<file path="config.mk">
export PLATFORM = sky130hd
export DESIGN_NAME = grant_decoder
export DESIGN_NICKNAME = d
export VERILOG_FILES = /design/src/rtl/grant_decoder.sv
export SDC_FILE = /design/constraint.sdc
export NUM_CORES = 1
export LEC_CHECK = 0
export ABC_AREA = 1
export CORE_UTILIZATION = 30
export CTS_CLUSTER_SIZE = 16
export DETAILED_ROUTE_END_ITERATION = 16
export GPL_TIMING_DRIVEN = 0
export PLACE_DENSITY_LB_ADDON = 0.25
export SETUP_SLACK_MARGIN = 0.2
export SLEW_MARGIN = 0
export SYNTH_ARGS = -nofsm -noshare
export SYNTH_HDL_FRONTEND = slang
export SYNTH_SLANG_ARGS = --single-unit
</file>
<file path="constraint.sdc">
create_clock -name i_clk -period 3.1 [get_ports i_clk]
set_input_delay 0.31 -clock i_clk [delete_from_list [all_inputs] [get_ports i_clk]]
set_output_delay 0.31 -clock i_clk [all_outputs]
set_load 0.005 [all_outputs]
</file>
<file path="src/rtl/grant_decoder.sv">
// ---------------------------------------------------------------------------
// grant_decoder
// Receiving end of the priority-encoder grant path. Accepts an encoded grant
// index over a valid/ready handshake and drives a registered one-hot grant.
// The grant is held until the grantee releases it or the hold timeout
// expires. After that, a one-cycle dead gap is enforced before the next code
// can be accepted.
//
// Optional feature: define GRANT_DECODER_PARITY_EN to add an even-parity
// check on {CODE, CODE_PAR} at the handshake.
//
// Ports
//   i_clk          clock, rising edge
//   i_rst          synchronous reset, active-high
//   i_code         encoded grant index (3 bits)
//   i_code_valid   i_code is valid
//   o_code_ready   block can accept a code
//   i_release      grantee done; only sampled while a grant is held
//   o_gnt          one-hot grant vector (N_REQ bits)
//   o_busy         a grant is asserted
//   o_hold_cnt     completed cycles of the current grant
//   o_timeout      one-cycle pulse: grant revoked by timeout
//   o_code_err     one-cycle pulse: code >= N_REQ rejected
//   i_code_par     (parity build only) parity bit making {code,par} even
//   o_par_err      (parity build only) one-cycle pulse: parity mismatch
//
// States
//   S_IDLE  | ready for a code, no grant
//   S_GRANT | one grant bit held, hold counter running
//   S_GAP   | one dead cycle after a grant ends
// ---------------------------------------------------------------------------
module grant_decoder #(
    parameter int N_REQ    = 8,
    parameter int MAX_HOLD = 16,
    parameter int CNT_W    = 5
) (
    input  logic             i_clk,
    input  logic             i_rst,
    input  logic [2:0]       i_code,
    input  logic             i_code_valid,
`ifdef GRANT_DECODER_PARITY_EN
    input  logic             i_code_par,
    output logic             o_par_err,
`endif
    output logic             o_code_ready,
    input  logic             i_release,
    output logic [N_REQ-1:0] o_gnt,
    output logic             o_busy,
    output logic [CNT_W-1:0] o_hold_cnt,
    output logic             o_timeout,
    output logic             o_code_err
);

    localparam int                CODE_W       = 3;
    localparam logic [CODE_W:0]   LP_N_REQ     = (CODE_W+1)'(N_REQ);
    // All-ones when MAX_HOLD is 0; never used in that case.
    localparam logic [CNT_W-1:0]  LP_HOLD_LAST = CNT_W'(MAX_HOLD - 1);

    typedef enum logic [1:0] {
        S_IDLE  = 2'd0,
        S_GRANT = 2'd1,
        S_GAP   = 2'd2
    } state_t;

    state_t             r_state;
    state_t             w_state_nxt;
    logic [N_REQ-1:0]   r_gnt;
    logic [N_REQ-1:0]   w_gnt_nxt;
    logic               r_busy;
    logic               w_busy_nxt;
    logic               r_code_ready;
    logic               w_code_ready_nxt;
    logic [CNT_W-1:0]   r_hold_cnt;
    logic [CNT_W-1:0]   w_hold_cnt_nxt;
    logic               r_timeout;
    logic               w_timeout_nxt;
    logic               r_code_err;
    logic               w_code_err_nxt;
`ifdef GRANT_DECODER_PARITY_EN
    logic               r_par_err;
    logic               w_par_err_nxt;
`endif

    logic               w_handshake;
    logic               w_par_bad;
    logic               w_code_oor;
    logic               w_timeout_hit;

    assign w_handshake   = i_code_valid && r_code_ready;
    assign w_code_oor    = ({1'b0, i_code} >= LP_N_REQ);
    assign w_timeout_hit = (MAX_HOLD != 0) && (r_hold_cnt == LP_HOLD_LAST);

`ifdef GRANT_DECODER_PARITY_EN
    assign w_par_bad = ^{i_code, i_code_par};
`else
    assign w_par_bad = 1'b0;
`endif

    always_comb begin
        w_state_nxt      = r_state;
        w_gnt_nxt        = r_gnt;
        w_busy_nxt       = r_busy;
        w_code_ready_nxt = r_code_ready;
        w_hold_cnt_nxt   = r_hold_cnt;
        w_timeout_nxt    = 1'b0;
        w_code_err_nxt   = 1'b0;
`ifdef GRANT_DECODER_PARITY_EN
        w_par_err_nxt    = 1'b0;
`endif

        case (r_state)
            S_IDLE: begin
                w_code_ready_nxt = 1'b1;
                if (w_handshake) begin
                    // Parity has priority over the range check.
                    if (w_par_bad) begin
`ifdef GRANT_DECODER_PARITY_EN
                        w_par_err_nxt = 1'b1;
`endif
                    end else if (w_code_oor) begin
                        w_code_err_nxt = 1'b1;
                    end else begin
                        for (int i = 0; i < N_REQ; i++) begin
                            w_gnt_nxt[i] = (i_code == CODE_W'(i));
                        end
                        w_busy_nxt       = 1'b1;
                        w_code_ready_nxt = 1'b0;
                        w_hold_cnt_nxt   = '0;
                        w_state_nxt      = S_GRANT;
                    end
                end
            end

            S_GRANT: begin
                if (i_release || w_timeout_hit) begin
                    // A release on the timeout edge suppresses the pulse.
                    w_timeout_nxt  = !i_release;
                    w_gnt_nxt      = '0;
                    w_busy_nxt     = 1'b0;
                    w_hold_cnt_nxt = '0;
                    w_state_nxt    = S_GAP;
                end else if (r_hold_cnt != {CNT_W{1'b1}}) begin
                    w_hold_cnt_nxt = r_hold_cnt + 1'b1;
                end
            end

            S_GAP: begin
                w_code_ready_nxt = 1'b1;
                w_state_nxt      = S_IDLE;
            end

            default: begin
                w_gnt_nxt        = '0;
                w_busy_nxt       = 1'b0;
                w_code_ready_nxt = 1'b0;
                w_hold_cnt_nxt   = '0;
                w_state_nxt      = S_IDLE;
            end
        endcase
    end

    always_ff @(posedge i_clk) begin
        if (i_rst) begin
            r_state      <= S_IDLE;
            r_gnt        <= '0;
            r_busy       <= 1'b0;
            r_code_ready <= 1'b0;
            r_hold_cnt   <= '0;
            r_timeout    <= 1'b0;
            r_code_err   <= 1'b0;
`ifdef GRANT_DECODER_PARITY_EN
            r_par_err    <= 1'b0;
`endif
        end else begin
            r_state      <= w_state_nxt;
            r_gnt        <= w_gnt_nxt;
            r_busy       <= w_busy_nxt;
            r_code_ready <= w_code_ready_nxt;
            r_hold_cnt   <= w_hold_cnt_nxt;
            r_timeout    <= w_timeout_nxt;
            r_code_err   <= w_code_err_nxt;
`ifdef GRANT_DECODER_PARITY_EN
            r_par_err    <= w_par_err_nxt;
`endif
        end
    end

    assign o_gnt        = r_gnt;
    assign o_busy       = r_busy;
    assign o_code_ready = r_code_ready;
    assign o_hold_cnt   = r_hold_cnt;
    assign o_timeout    = r_timeout;
    assign o_code_err   = r_code_err;
`ifdef GRANT_DECODER_PARITY_EN
    assign o_par_err    = r_par_err;
`endif

endmodule

</file>
==> results_dict.tcl <==
set metrics [dict create \
    status "finished, final reports clean" \
    power.density_cell_area_mw_per_mm2 397 \
    detail_route.drc_violations 0 \
    core-area_sq_mm 0.00276 \
    cts-hold-fix-buffers 0 \
    first_global_vias 735 \
    cts_h_tree_depth 1 \
    grt_setup_unrepaired "false" \
    cts_tree "yes" \
    tritoncts.num_buffers 3 \
    maximum_number_of_pins_on_one_net_before_global_route_repair 11 \
    critPathCapture "o_gnt[6]" \
    synthesis.area_per_instance_sq_um 7.18 \
    reg2reg_setup_slack_ps 1330 \
    syn_nets 132 \
    die_width_microns 56.0 \
    wp_buf_inv 1 \
    setup_violations 0 \
    yosys-top-cells-count "sky130_fd_sc_hd__nand2_1, sky130_fd_sc_hd__dfxtp_1, sky130_fd_sc_hd__inv_1" \
    yosysWarnings 0 \
    syn-cell-area_sq_um 876 \
    endpoint_of_the_lowest_slack_register_to_register_path "o_gnt[6]" \
    num_antenna_cells 0 \
    power.switching_uw 118 \
    post-synth-top-count-cell "sky130_fd_sc_hd__nand2_1" \
    crit_start "o_hold_cnt[0]" \
    hold_viol_final 0 \
    routed-via-count 813 \
    ports_placed_on_the_boundary 24 \
    cts.repair.resized 0 \
    number_of_input_and_output_port_buffers_inserted 21 \
    timing.critical_path.slowest_cell_delay_ps 370 \
    max-vdd-ir-drop_mv 0.281 \
    worstPathCellList "ha_1 > nand2_1 > nor2_1 > ha_1 > nor2_2 > nand2_4 > nand2_4 > buf_8 > nand2_1 > a21oi_1" \
    synth_sequential_area_ratio_pct 41.1 \
    crit_path_start_kind "flop" \
    grt_antenna_before_repair 0 \
    ys.flop_type "sky130_fd_sc_hd__dfxtp_1" \
    critPathTopFamily "simple AND/OR/NAND/NOR gates" \
    leakage_uw 0.000485 \
    detail_route.wl_per_cell_microns 9.94 \
    area_delta_synth_final_pct 32.6 \
    finalNonFillerCells 178 \
    antenna_violating_nets_post_route 0 \
    critical_path_peak_fanout 10 \
    cts.repair_timing.setup_buffer_count 0 \
    p_int_uw 343 \
    grt_first_pass_wirelength_microns 3070 \
    synth_cells 122 \
    count_of_cell_instances_traversed_by_the_critical_path 10 \
    required_ps 3320 \
    synth_top_area_cell "sky130_fd_sc_hd__dfxtp_1" \
    data_arrival_critical_path_ps 1990 \
    fin_tns_setup_ps 0 \
    row_count 19 \
    comb_power_share_pct 15.6 \
    fmax_mhz 566 \
    detailedRoute.firstIterationViolations 15 \
    final_clock_period_utilization_by_the_worst_path_pct 57.0 \
    r2r-start "o_hold_cnt[0]" \
    finalNetCount 158 \
    reg2reg_depth 10 \
    grt_total_ovfl 0 \
    dieHeight_microns 56.0 \
    critical_path.slowest_cell "sky130_fd_sc_hd__dfxtp_1" \
    postPlaceCellArea_sq_mm 0.00112 \
    max-cap-violations 0 \
    global_route_total_usage_across_every_layer_pct 12.5 \
    share_of_post_route_cells_with_drive_strength_above_1_pct 12.9 \
    routed_wirelength_microns 1770 \
    synth-edff-count 0 \
    floorplan.initialDensity_pct 31.8 \
    synth.top_cell.area_share_pct 41.1 \
    switching_fraction_pct 25.6 \
    gp_congestion 0.824 \
    cts.reportedPaths.clkPinSlew_ps 110 \
    clkLatencyLatePin_ps 290 \
    period_minus_slack_ps 1770 \
    post_synth_main_area_contributors "sky130_fd_sc_hd__dfxtp_1, sky130_fd_sc_hd__nand2_1, sky130_fd_sc_hd__a21oi_1" \
    timing.hold.worst.class "in -> reg" \
    numClockSinks 18 \
    power.share.sequential_pct 52.9 \
    timing_max_transition_violations_final 0 \
    yosys.cell_types.count 23 \
    postSynthRegisterBits 18 \
    post_drt_via_cell_ratio 4.57 \
    max-clock-path-buffers 2 \
    critPathKind "reg -> reg" \
    drt_pass1_iterations 4 \
    clk_root_buffer_cell "sky130_fd_sc_hd__clkbuf_4" \
    finClkSkew_ps 5.84 \
    end_kind "flop" \
    place.detailed.hpwl_microns 1390 \
    placed_cells 174 \
    dieArea_sq_mm 0.00314 \
    finalInstanceArea_sq_mm 0.00116 \
    clockPowerShare_pct 31.5 \
    synth-async-reset-ratio_pct 0 \
]
-- cell type report --
| class | instances | area (sq um) |
|---|---|---|
| buffer | 4 | 31.3 |
| multi-input combinational | 84 | 424 |
| tap | 31 | 38.8 |
| timing repair buffer | 21 | 210 |
| sequential | 18 | 360 |
| inverter | 16 | 60.1 |
| fill | 297 | 1600 |
| clock buffer | 4 | 36.3 |
-- sequential cells by signal, indices dropped and copies added, names as in the netlist --
signal        count
o_hold_cnt        5
o_gnt             8
o_timeout         1
r_state           2
o_code_ready      1
o_busy            1
-- layer usage --
layer | track usage, % | up-vias | wire (microns)
li1 | - | 430 | -
met1 | 14.5 | 364 | 790
met2 | 21.4 | 15 | 870
met3 | 3.02 | 4 | 66
met4 | 6.27 | 0 | 43
met5 | 0 | - | 0
-- layout by cell type (no fill, tap or decap), drive strengths merged --
cell           count
a21oi             13
buf                3
clkbuf             5
clkdlybuf4s50     21
conb               1
dfxtp             18
ha                 3
inv               16
nand2             39
nand3              7
nand4              3
nor2              15
nor3               1
nor4               1
o21ai              1
-- per-stage QoR --
step	total power (uW)	hold WS (ps)	setup WS, ps	utilization [%]
after floorplan	293	386	1530	-
after global placement	321	450	1390	40.8
after detailed placement	322	458	1360	40.8
after CTS	465	341	1330	42.1
after global routing	486	356	1130	42.1
final	461	343	1330	42.1
-- power groups by stage --
stage	clock [uW]	combinational (uW)	sequential (uW)
6_report	145	71.9	244
3_3_place_gp	0	72.3	249
2_1_floorplan	0	43.8	249
4_1_cts	148	72.9	244
3_5_place_dp	0	72.6	249
5_1_grt	161	80.3	245
-- logic make-up (layout without fill, tap and decap cells) --
logic type,after synthesis,in the layout,share of synthesized area [%]
other,1,1,0.428
and+or+nand+nor,66,66,34.9
adders and majority gates,3,3,4.29
DFF,18,18,41.1
buffers and inverters,20,45,10.4
AOI/OAI and AO/OA,14,14,8.86
-- worst min path at each step --
stage	start	slack [ps]	depth (start not counted)	endpoint
CTS	i_rst	340	2	o_gnt[2]
global placement	o_gnt[6]	450	2	o_gnt[6]
finish	i_rst	340	2	o_gnt[2]
detailed placement	o_gnt[3]	460	2	o_gnt[3]
global route	i_rst	360	2	o_gnt[2]
floorplan	i_release	390	1	o_timeout
No activity file was read; power rests on OpenSTA's default activity.
